### src/rtl/spi_command_frontend.sv
// Host-command front-end: decodes a per-frame command byte, streams status,
// assembles fixed-size motion records and commits them to one of N channel FIFOs.
module spi_command_frontend #(
  parameter int Channels    = 4,
  parameter int RecordBytes = 12,
  parameter int FreeBits    = 8
) (
  input  logic                       clk,
  input  logic                       rst_n,
  input  logic                       spi_cs,
  input  logic [7:0]                 rx_byte,
  input  logic                       rx_valid,
  output logic [7:0]                 tx_byte,
  input  logic [Channels*FreeBits-1:0] fifo_free,
  output logic [Channels-1:0]        fifo_wr_en,
  output logic [RecordBytes*8-1:0]   fifo_wr_data,
  output logic [Channels-1:0]        fifo_flush,
  output logic [7:0]                 error_flags
);

  localparam int BcW  = (RecordBytes > 1) ? $clog2(RecordBytes) : 1;
  localparam int ChW  = (Channels > 1) ? $clog2(Channels) : 1;
  localparam int IdxW = $clog2(Channels + 2);

  localparam logic [3:0] OP_STATUS = 4'h0;
  localparam logic [3:0] OP_WRITE  = 4'h1;
  localparam logic [3:0] OP_FLUSH  = 4'h2;
  localparam logic [3:0] OP_CLEAR  = 4'h3;

  typedef enum logic [1:0] {S_IDLE, S_STATUS, S_RECEIVE, S_DISCARD} state_t;

  state_t                   state_q, state_d;
  logic [BcW-1:0]           bc_q, bc_d;
  logic [IdxW-1:0]          idx_q, idx_d;
  logic [ChW-1:0]           ch_q, ch_d;
  logic [RecordBytes*8-1:0] rec_q, rec_d;
  logic [Channels-1:0]      wr_en_q, wr_en_d;
  logic [Channels-1:0]      flush_q, flush_d;
  logic [2:0]               err_q, err_d;
  logic [7:0]               tx_q, tx_d;

  logic [7:0]               free8 [Channels];
  logic [FreeBits-1:0]      ch_free;
  logic                     ch_ok;
  logic                     bad_cmd;

  // Status replies carry free counts resized to one byte.
  genvar gi;
  generate
    for (gi = 0; gi < Channels; gi++) begin : g_free
      if (FreeBits >= 8) begin : g_trunc
        assign free8[gi] = fifo_free[gi*FreeBits +: 8];
      end else begin : g_ext
        assign free8[gi] = {{(8-FreeBits){1'b0}}, fifo_free[gi*FreeBits +: FreeBits]};
      end
    end
  endgenerate

  assign ch_ok = (32'(rx_byte[3:0]) < Channels);

  always_comb begin
    state_d = state_q;
    bc_d    = bc_q;
    idx_d   = idx_q;
    ch_d    = ch_q;
    rec_d   = rec_q;
    wr_en_d = '0;
    flush_d = '0;
    err_d   = err_q;
    tx_d    = 8'h00;
    bad_cmd = 1'b0;
    ch_free = '0;
    for (int c = 0; c < Channels; c++) begin
      if (32'(ch_q) == c) ch_free = fifo_free[c*FreeBits +: FreeBits];
    end

    if (spi_cs) begin
      // Deselect aborts the frame; a half-built record is never committed.
      state_d = S_IDLE;
      bc_d    = '0;
      idx_d   = '0;
      if (state_q == S_RECEIVE && bc_q != '0) err_d[1] = 1'b1;
    end else if (rx_valid) begin
      case (state_q)
        S_IDLE: begin
          state_d = S_DISCARD;
          case (rx_byte[7:4])
            OP_STATUS: begin
              state_d = S_STATUS;
              idx_d   = '0;
            end
            OP_WRITE: begin
              if (ch_ok) begin
                state_d = S_RECEIVE;
                ch_d    = rx_byte[ChW-1:0];
                bc_d    = '0;
              end else begin
                bad_cmd = 1'b1;
              end
            end
            OP_FLUSH: begin
              if (ch_ok) begin
                for (int c = 0; c < Channels; c++) flush_d[c] = (32'(rx_byte[3:0]) == c);
              end else begin
                bad_cmd = 1'b1;
              end
            end
            OP_CLEAR: err_d = '0;
            default:  bad_cmd = 1'b1;
          endcase
          if (bad_cmd) err_d[2] = 1'b1;
        end
        S_STATUS: begin
          if (32'(idx_q) < Channels + 1) idx_d = idx_q + 1'b1;
        end
        S_RECEIVE: begin
          for (int k = 0; k < RecordBytes; k++) begin
            if (32'(bc_q) == k) rec_d[k*8 +: 8] = rx_byte;
          end
          if (bc_q == BcW'(RecordBytes - 1)) begin
            bc_d = '0;
            if (ch_free != '0) begin
              for (int c = 0; c < Channels; c++) wr_en_d[c] = (32'(ch_q) == c);
            end else begin
              err_d[0] = 1'b1;
            end
          end else begin
            bc_d = bc_q + 1'b1;
          end
        end
        default: ;
      endcase
    end

    // Reply byte follows the state being entered, with the live free counts.
    case (state_d)
      S_IDLE: tx_d = free8[0];
      S_STATUS: begin
        for (int c = 0; c < Channels; c++) begin
          if (32'(idx_d) == c) tx_d = free8[c];
        end
        if (32'(idx_d) == Channels) tx_d = {5'b0, err_d};
      end
      default: tx_d = 8'h00;
    endcase
  end

  always_ff @(posedge clk or negedge rst_n) begin
    if (!rst_n) begin
      state_q <= S_IDLE;
      bc_q    <= '0;
      idx_q   <= '0;
      ch_q    <= '0;
      rec_q   <= '0;
      wr_en_q <= '0;
      flush_q <= '0;
      err_q   <= '0;
      tx_q    <= 8'h00;
    end else begin
      state_q <= state_d;
      bc_q    <= bc_d;
      idx_q   <= idx_d;
      ch_q    <= ch_d;
      rec_q   <= rec_d;
      wr_en_q <= wr_en_d;
      flush_q <= flush_d;
      err_q   <= err_d;
      tx_q    <= tx_d;
    end
  end

  assign tx_byte      = tx_q;
  assign fifo_wr_en   = wr_en_q;
  assign fifo_wr_data = rec_q;
  assign fifo_flush   = flush_q;
  assign error_flags  = {5'b0, err_q};

endmodule

### config.mk
export PLATFORM = sky130hd
export DESIGN_NAME = spi_command_frontend
export DESIGN_NICKNAME = d
export VERILOG_FILES = /design/src/rtl/spi_command_frontend.sv
export SDC_FILE = /design/constraint.sdc
export NUM_CORES = 1
export LEC_CHECK = 0
export ABC_AREA = 1
export CAP_MARGIN = 15
export CORE_UTILIZATION = 48
export DETAILED_ROUTE_END_ITERATION = 8
export PLACE_DENSITY_LB_ADDON = 0.15
export SYNTH_ARGS = -nofsm -noshare
export SYNTH_HDL_FRONTEND = slang
export SYNTH_SLANG_ARGS = --single-unit
### constraint.sdc
create_clock -name clk -period 1.9 [get_ports clk]
set_clock_uncertainty 0.1 [all_clocks]
set_input_delay 0.38 -clock clk [delete_from_list [all_inputs] [get_ports clk]]
set_output_delay 0.38 -clock clk [all_outputs]
set_load 0.05 [all_outputs]
# [After elaboration in Yosys (flattened, before gate mapping)]
# Cells that the tools add are included.
[op_classes] eq_ne=29 mux=52 n_reduce_logical=28 add_sub_neg=2 bitwise=1 n_lt_le_gt_ge=2
[op_table] cell="$mux 8" count=9
[op_table] cell="$mux 4" count=15
[op_table] cell="$reduce_and 4->1" count=13
[op_table] cell="$eq 4x2->1 const B" count=6
[op_table] cell="$mux 3" count=6
[op_table] cell="$eq 4x3->1 const B" count=4
[op_table] cell="$eq 4x4->1 const B" count=4
[op_table] cell="$pmux 8 s2" count=1
[op_table] cell="$eq 4x1->1 const B" count=3
[op_table] cell="$logic_not 4->1" count=3
[op_table] cell="$mux 1" count=12
[op_table] cell="$mux 2" count=4
[op_table] cell="$pmux 4 s2" count=1
[op_table] cell="$reduce_bool 8->1" count=1
[op_table] cell="$eq 2x1->1 const B" count=3
[op_table] cell="$eq 2x2->1 const B" count=3
[op_table] cell="$eq 3x2->1 const B" count=2
[op_table] cell="$logic_not 2->1" count=3
[op_table] cell="$pmux 3 s2" count=1
[op_table] cell="$reduce_and 5->1" count=1
[op_table] cell="$add 4x1->4 const B" count=1
[op_table] cell="$lt 4x3->1 const B" count=1
[op_table] cell="$pmux 1 s2" count=2
[op_table] cell="$pmux 2 s2" count=1
[op_table] cell="other kinds (13)" count=14
[word_totals] word_cells=134 register_bits=126 input_bits=44 out_inout_bits=120

# [Longest topological paths before layout]
# Gate-level depths: netlist of the first run.
[logic_depth] ltp_word=13 ltp_mapped=16 mapped_depth_nobuf=16

# [Worst setup path before layout of the first run]
# Ideal clock, no wire load.
[synth_timing] kind="register -> register" start="reg idx_q[0]" end="reg tx_q[2], in the netlist tx_byte[2]" setup_ns=0.116 stages_incl_launch_ff=13 required_ns=1.684 n_path_buf=1 path_slack_ns=0.164 t_arrival_ns=1.519 period_less_slack_ns=1.736 cell_sequence="dfrtp_1 -> ha_1 -> nand2_1 -> nand3_1 -> nand2_1 -> nand2_1 -> nand2_2 -> buf_6 -> nand3_2 -> nand2_4 -> o21ai_1 -> nand2_1 -> nand2_1"
[synth_between] elab_chain_len=12 word_cells_on_any_way=18 classes_between="add/sub (1); order compare (1); eq/ne (4); mux (11); reduce/logical (1)"
[synth_rtl] element="start: declaration" line_no="34" source="logic [IdxW-1:0] idx_q, idx_d;"
[synth_rtl] element="start signal: assignment" line_no="162" source="idx_q <= idx_d;"
[synth_rtl] element="$add 3x1->3 or $lt 3x3->1 (tied branches)" line_no="114" source="if (32'(idx_q) < Channels + 1) idx_d = idx_q + 1'b1;"
[synth_rtl] element="$mux 3" line_no="114"
[synth_rtl] element="$pmux 3 s2" line_no="84" source="case (state_q)"
[synth_rtl] element="$mux 3 *" line_no="83" source="end else if (rx_valid) begin"
[synth_rtl] element="$mux 3 *" line_no="77" source="if (spi_cs) begin"
[synth_rtl] element="$logic_not 3->1" line_no="140" source="if (32'(idx_d) == c) tx_d = free8[c];"
[synth_rtl] element="$mux 8 (4 in a row)" line_no="140"
[synth_rtl] element="$mux 8 *" line_no="142" source="if (32'(idx_d) == Channels) tx_d = {5'b0, err_d};"
[synth_rtl] element="$pmux 8 s2 *" line_no="136" source="case (state_d)"
[synth_rtl] element="via tx_d[2]" line_no="40" source="logic [7:0] tx_q, tx_d;"
[synth_rtl] element="end signal: assignment" line_no="168" source="tx_q <= tx_d;"
[synth_rtl] element="end: declaration" line_no="40"
# Mark *: on every way through the listed nets, which the timed path passes. The rest lies on a longest branch.
# A chain may end at the register's enable or synchronous reset.

# [Worst setup path in the final report of the first run]
[layout_timing] start="reg idx_q[1]" end="reg tx_q[1], in the netlist tx_byte[1]"
# Same word-level chain as after synthesis.

==> flow_summary.json, run 1 <==
{
  "cts_made_buffers": 17,
  "setup_viol": 0,
  "use_met3": 0.0631,
  "core_area_um2": 11400,
  "ys_types": 32,
  "slew-limit-headroom": 0.613,
  "gr-usage-met2": 0.443,
  "rsz0062_at_grt": "yes",
  "hp-class": "in -> async",
  "rr_endpoint": "tx_byte[1]",
  "cts_tree": "built",
  "yosysWarnings": 0,
  "layout_commonest_cell": "nand2_1",
  "dieArea_um2": 12200,
  "drt.antenna.violating_nets": 0,
  "power_frac_comb": 0.241,
  "worstPathRequired_ps": 2100,
  "area_delta_synth_final_pct": 45.8,
  "hold_viol_final": 0,
  "drcViolationCount": 0,
  "sw_frac_of_total": 0.325,
  "io_pins": 164,
  "setup-tns-final_ps": 0,
  "synth-seq-area-share": 0.559,
  "syn_area_per_cell_um2": 8.71,
  "crit_path_start_kind": "flop",
  "setup.worst_path.start": "idx_q[1]",
  "period_needed_ps": 1880,
  "gp_congestion": 0.925,
  "clock_sinks": 126,
  "pwr-share-seq": 0.364,
  "critPathKind": "reg -> reg",
  "synth_area_um2": 5640,
  "cap_viol_max_count": 0,
  "drive_gt1_frac": 0.301,
  "p_int_mw": 5.71,
  "avgRoutedWirePerCell_um": 15.3,
  "ir_worst_vdd_uv": 796,
  "die_h_um": 110,
  "grtUsageTotal": 0.265,
  "critPathMaxFanout": 8,
  "p_switching_mw": 2.75,
  "clock_power_share": 0.395,
  "busiest_layer": "met2",
  "cts-root-buf": "clkbuf_16",
  "cp.arrival_ps": 2080,
  "end_kind": "flop",
  "clk_pin_slew_ps": 60,
  "cts_buffer_depth": 2,
  "grt_pass1_vias": 5021,
  "outcome": "finished, final reports clean",
  "dr_total_vias": 5233,
  "initial_core_util": 0.494,
  "fin_crit_sh": 0.987,
  "viasPerCell": 5.09,
  "clock.fmax_mhz": 533,
  "antenna_found_initial": 0,
  "power_density_nw_per_um2": 1030,
  "die_x_um": 110,
  "whs_ps": 261,
  "mostFrequentLayoutCells": "nand2_1 (190), buf_4 (183), dfrtp_1 (124)",
  "grt_max_degree": 82,
  "clock_latency_ps": 410,
  "dpl.hpwl_mm": 10.9,
  "htreeDepth": 4,
  "r2r_setup_slack_ps": 20,
  "drt_wl_total_mm": 15.7,
  "worst_pin_slew_ps": 580,
  "drv_slew": 0,
  "grt_first_pass_wirelength_mm": 25.4,
  "async_flop_share": 1.00,
  "drt-pass1-iter-count": 5,
  "synth_edf_count": 0,
  "first_iter_violations": 334,
  "portBuffers": 158,
  "power_leakage_nw": 4.18,
  "num_rows": 39,
  "r2r_start": "idx_q[1]",
  "ys_ff_latch": 126,
  "crit_path_end": "tx_byte[1]",
  "synth_flop_cell": "dfrtp_1",
  "n_antenna_cell": 0,
  "grt_overflow": 0,
  "reg2reg_depth": 13,
  "synthCells": 648,
  "nets": 921,
  "met1_usage": 0.341
}
-- registers in the layout, summed over array words and instances, names as in the netlist --
| register | count |
|---|---|
| ch_q | 2 |
| fifo_wr_data | 96 |
| state_q | 2 |
| bc_q | 4 |
| fifo_flush | 4 |
| idx_q | 3 |
| err_q | 3 |
| fifo_wr_en | 4 |
| tx_byte | 8 |
-- worst min-delay path by stage --
stage / end / slack, ps
floorplan: bc_q[0] / -20
global placement: fifo_wr_data[79] / 130
detailed placement: fifo_wr_data[79] / 130
CTS: fifo_wr_data[2] / 240
global route: fifo_wr_data[2] / 270
finish: fifo_wr_data[2] / 260
-- power groups by stage --
stage	Clock (mW)	Sequential (mW)	Combinational, mW
2_1_floorplan	0	3.82	0.515
3_3_place_gp	0	3.10	1.97
3_5_place_dp	0	3.11	1.99
4_1_cts	3.38	3.07	2.00
5_1_grt	3.51	3.10	2.17
6_report	3.34	3.08	2.04
-- logic make-up after synthesis --
family,synth area share
other,0.000665
DFF,0.559
and+or+nand+nor,0.236
buffers and inverters,0.0734
AOI/OAI and AO/OA,0.120
adders and majority gates,0.0111
-- metrics by stage --
step	area, µm²	total power [mW]	cells	worst slack, ps	utilization
after floorplan	5660	4.34	652	164	-
after global placement	7460	5.08	991	-386	0.654
after detailed placement	7460	5.10	991	-406	0.654
after CTS	8090	8.45	1024	20.7	0.708
after global routing	8230	8.79	1028	-96.4	0.720
final	8230	8.46	1028	24.0	0.720
-- final cells by class --
| class | count | area, µm² |
|---|---|---|
| well taps | 143 | 179 |
| multi-input cells | 439 | 2170 |
| flip-flops and latches | 126 | 3160 |
| inverters | 58 | 229 |
| clock inverters | 13 | 163 |
| clock buffers | 19 | 453 |
| fillers | 892 | 3190 |
| repair buffers | 230 | 1880 |
-- critical path, stage by stage, from the launching register on --
cell and delay, ps:
dfrtp_1 410, buf_4 170, o21ai_2 130, nand3_1 90, nand2_1 80, nand2_2 60
nand2_4 140, nand2_4 70, nor2_4 210, nand2_1 80, nand2_1 60, nand2_1 50
nand2_1 60, nand2_1 50
-- synthesized netlist by cell type, types with 5 or more instances --
cell      number  area share
nand4_1       13       0.014
nand2_1      194        0.13
o21ai_0      101       0.090
nor2_1        55       0.037
nor3_1         6      0.0053
buf_4          5      0.0067
clkbuf_1      11      0.0073
inv_1         49       0.033
nand3_1       10      0.0089
inv_2          6      0.0040
o21ai_1       10      0.0089
nor2_4         5       0.010
a21oi_1       10      0.0089
buf_2          5      0.0044
buf_6          8       0.016
ha_1           5       0.011
dfrtp_1      126        0.56
-- metal layers --
metal / part of all wire / vias to the layer above
li1: - / 2519
met2: 0.50 / 176
met3: 0.059 / 17
met1: 0.43 / 2521
met5: 0 / -
met4: 0.017 / 0
-- timing repair --
item	CTS	global route
setup endpoints to repair	0	69
hold buffers	1	0
hold endpoints to repair	11	0
setup buffers	0	4
resized for setup	0	32
No activity file was read; power rests on OpenSTA's default activity.
==> inputs of run 2 (changes only) <==
Settings changed: HOLD_SLACK_MARGIN from default to 0.1.
==> results of run 2 <==
Same layout as run 1: the final DEF is identical, and so are final timing and power.
==> inputs of run 3 (changes only) <==
Settings changed: CTS_CLUSTER_SIZE from default to 28, REMOVE_ABC_BUFFERS from default to 1.
==> run 3 against run 2 <==
Critical path depth is 2 higher; total power rose by 0.55%; final cell count is essentially flat.
==> flow_summary.json, run 3 (synthesis results as in run 1) <==
{
  "drcViolationCount": 0,
  "die_h_um": 110,
  "whs_ps": 234,
  "viasPerCell": 5.09,
  "final_cell_area_um2": 8260,
  "num_rows": 39,
  "clock.fmax_mhz": 542,
  "portBuffers": 158,
  "clock_sinks": 126,
  "dpl_worst_slack_ps": -430,
  "drv_slew": 0,
  "clk_pin_slew_ps": 60,
  "die_x_um": 110,
  "slew-limit-headroom": 0.588,
  "cts_buffer_depth": 2,
  "drt_wl_total_mm": 15.7,
  "r2r_setup_slack_ps": 50,
  "drt-pass1-iter-count": 5,
  "power_leakage_nw": 4.16,
  "r2r_start": "idx_q[0]",
  "setup_viol": 0,
  "fin_crit_sh": 0.972,
  "cap_viol_max_count": 0,
  "dpl.hpwl_mm": 11.2,
  "avgRoutedWirePerCell_um": 15.3,
  "largest_register_ffs": 96,
  "critPathKind": "reg -> reg",
  "regArea_um2": 3150,
  "first_iter_violations": 381,
  "worstPathRequired_ps": 2090,
  "grt_pass1_vias": 5111,
  "core_area_um2": 11400,
  "ir_worst_vdd_uv": 1270,
  "stdcell_count": 1027,
  "grt_max_degree": 77,
  "grtUsageTotal": 0.266,
  "rr_endpoint": "tx_byte[1]",
  "hp-class": "in -> async",
  "crit_path_end": "tx_byte[1]",
  "cts_made_buffers": 17,
  "total_power_mw": 8.50,
  "period_needed_ps": 1850,
  "nets": 920,
  "multi_input_area_um2": 2210,
  "clock_latency_ps": 400,
  "setup_ws_ps": 53.9,
  "initial_core_util": 0.494,
  "critPathMaxFanout": 5,
  "outcome": "finished, final reports clean",
  "dieArea_um2": 12200,
  "antenna_found_initial": 0,
  "crit_path_start_kind": "flop",
  "reg2reg_depth": 15,
  "placedCellCount": 988,
  "cts_tree": "built",
  "mostFrequentLayoutCells": "nand2_1 (186), buf_4 (180), dfrtp_1 (125)",
  "drive_gt1_frac": 0.308,
  "grt_first_pass_wirelength_mm": 25.7,
  "grt_overflow": 0,
  "cp.arrival_ps": 2030,
  "cts-root-buf": "clkbuf_16",
  "setup-tns-final_ps": 0,
  "end_kind": "flop",
  "place_area_um2": 7450,
  "area_delta_synth_final_pct": 46.4,
  "io_pins": 164,
  "gp_congestion": 0.926,
  "fillers": 892,
  "n_antenna_cell": 0,
  "power_density_nw_per_um2": 1030,
  "htreeDepth": 4,
  "dr_total_vias": 5226,
  "rsz0062_at_grt": "yes",
  "drt.antenna.violating_nets": 0,
  "layout_commonest_cell": "nand2_1",
  "hold_viol_final": 0,
  "worst_pin_slew_ps": 617,
  "setup.worst_path.start": "idx_q[0]",
  "final_util": 0.723
}
## run 3: timing repair
item,in CTS,in global routing
setup buffers,4,1
gates cloned,1,0
gates resized for setup,1,36
endpoints found under the hold margin,126,0
setup endpoints to repair,3,34
pin swaps,2,21
hold buffers,1,0
## run 3: how the worst min path moves through the flow
| stage | start | to | slack (ps) |
|---|---|---|---|
| final | rst_n | fifo_wr_data[49] | 230 |
| after global routing | rst_n | fifo_wr_data[49] | 230 |
| after CTS | rst_n | fifo_wr_data[49] | 230 |
| after detailed placement | rst_n | fifo_wr_data[49] | 120 |
| after global placement | rst_n | fifo_wr_data[50] | 110 |
| after floorplan | rst_n | bc_q[0] | -20 |
## run 3: final cells by class
type,count,area share
Clock buffer,18,0.0532
Multi-Input combinational cell,440,0.267
Inverter,58,0.0274
Clock inverter,14,0.0218
Tap cell,143,0.0217
Timing Repair Buffer,228,0.227
Sequential cell,126,0.382
## run 3: power by group
part	total, mW	switching (mW)	internal, mW	leakage (nW)
Clock	3.35	1.23	2.12	0.298
Sequential	3.07	0.160	2.91	1.71
Combinational	2.08	1.40	0.674	2.15
Total	8.50	2.80	5.71	4.16
## run 3: critical path, stage by stage, from the launching register on
cell     delay (ps)
dfrtp_1         410
ha_4            170
inv_2            40
nand2_2          40
nand2_1          60
nand3_1          60
nand2_1          90
nand2_2          90
nand2_4         130
nand2_4          70
nor2_4          160
nand2_2          80
nand2_2          60
nand2_2          40
nand2_1          60
nand2_1          70
## run 3: metal layers
| metal | wire length [µm] | global-route usage |
|---|---|---|
| met1 | 6640 | 0.346 |
| met2 | 7990 | 0.451 |
| met3 | 926 | 0.0604 |
| met4 | 183 | 0.0622 |
| met5 | 0 | 0 |
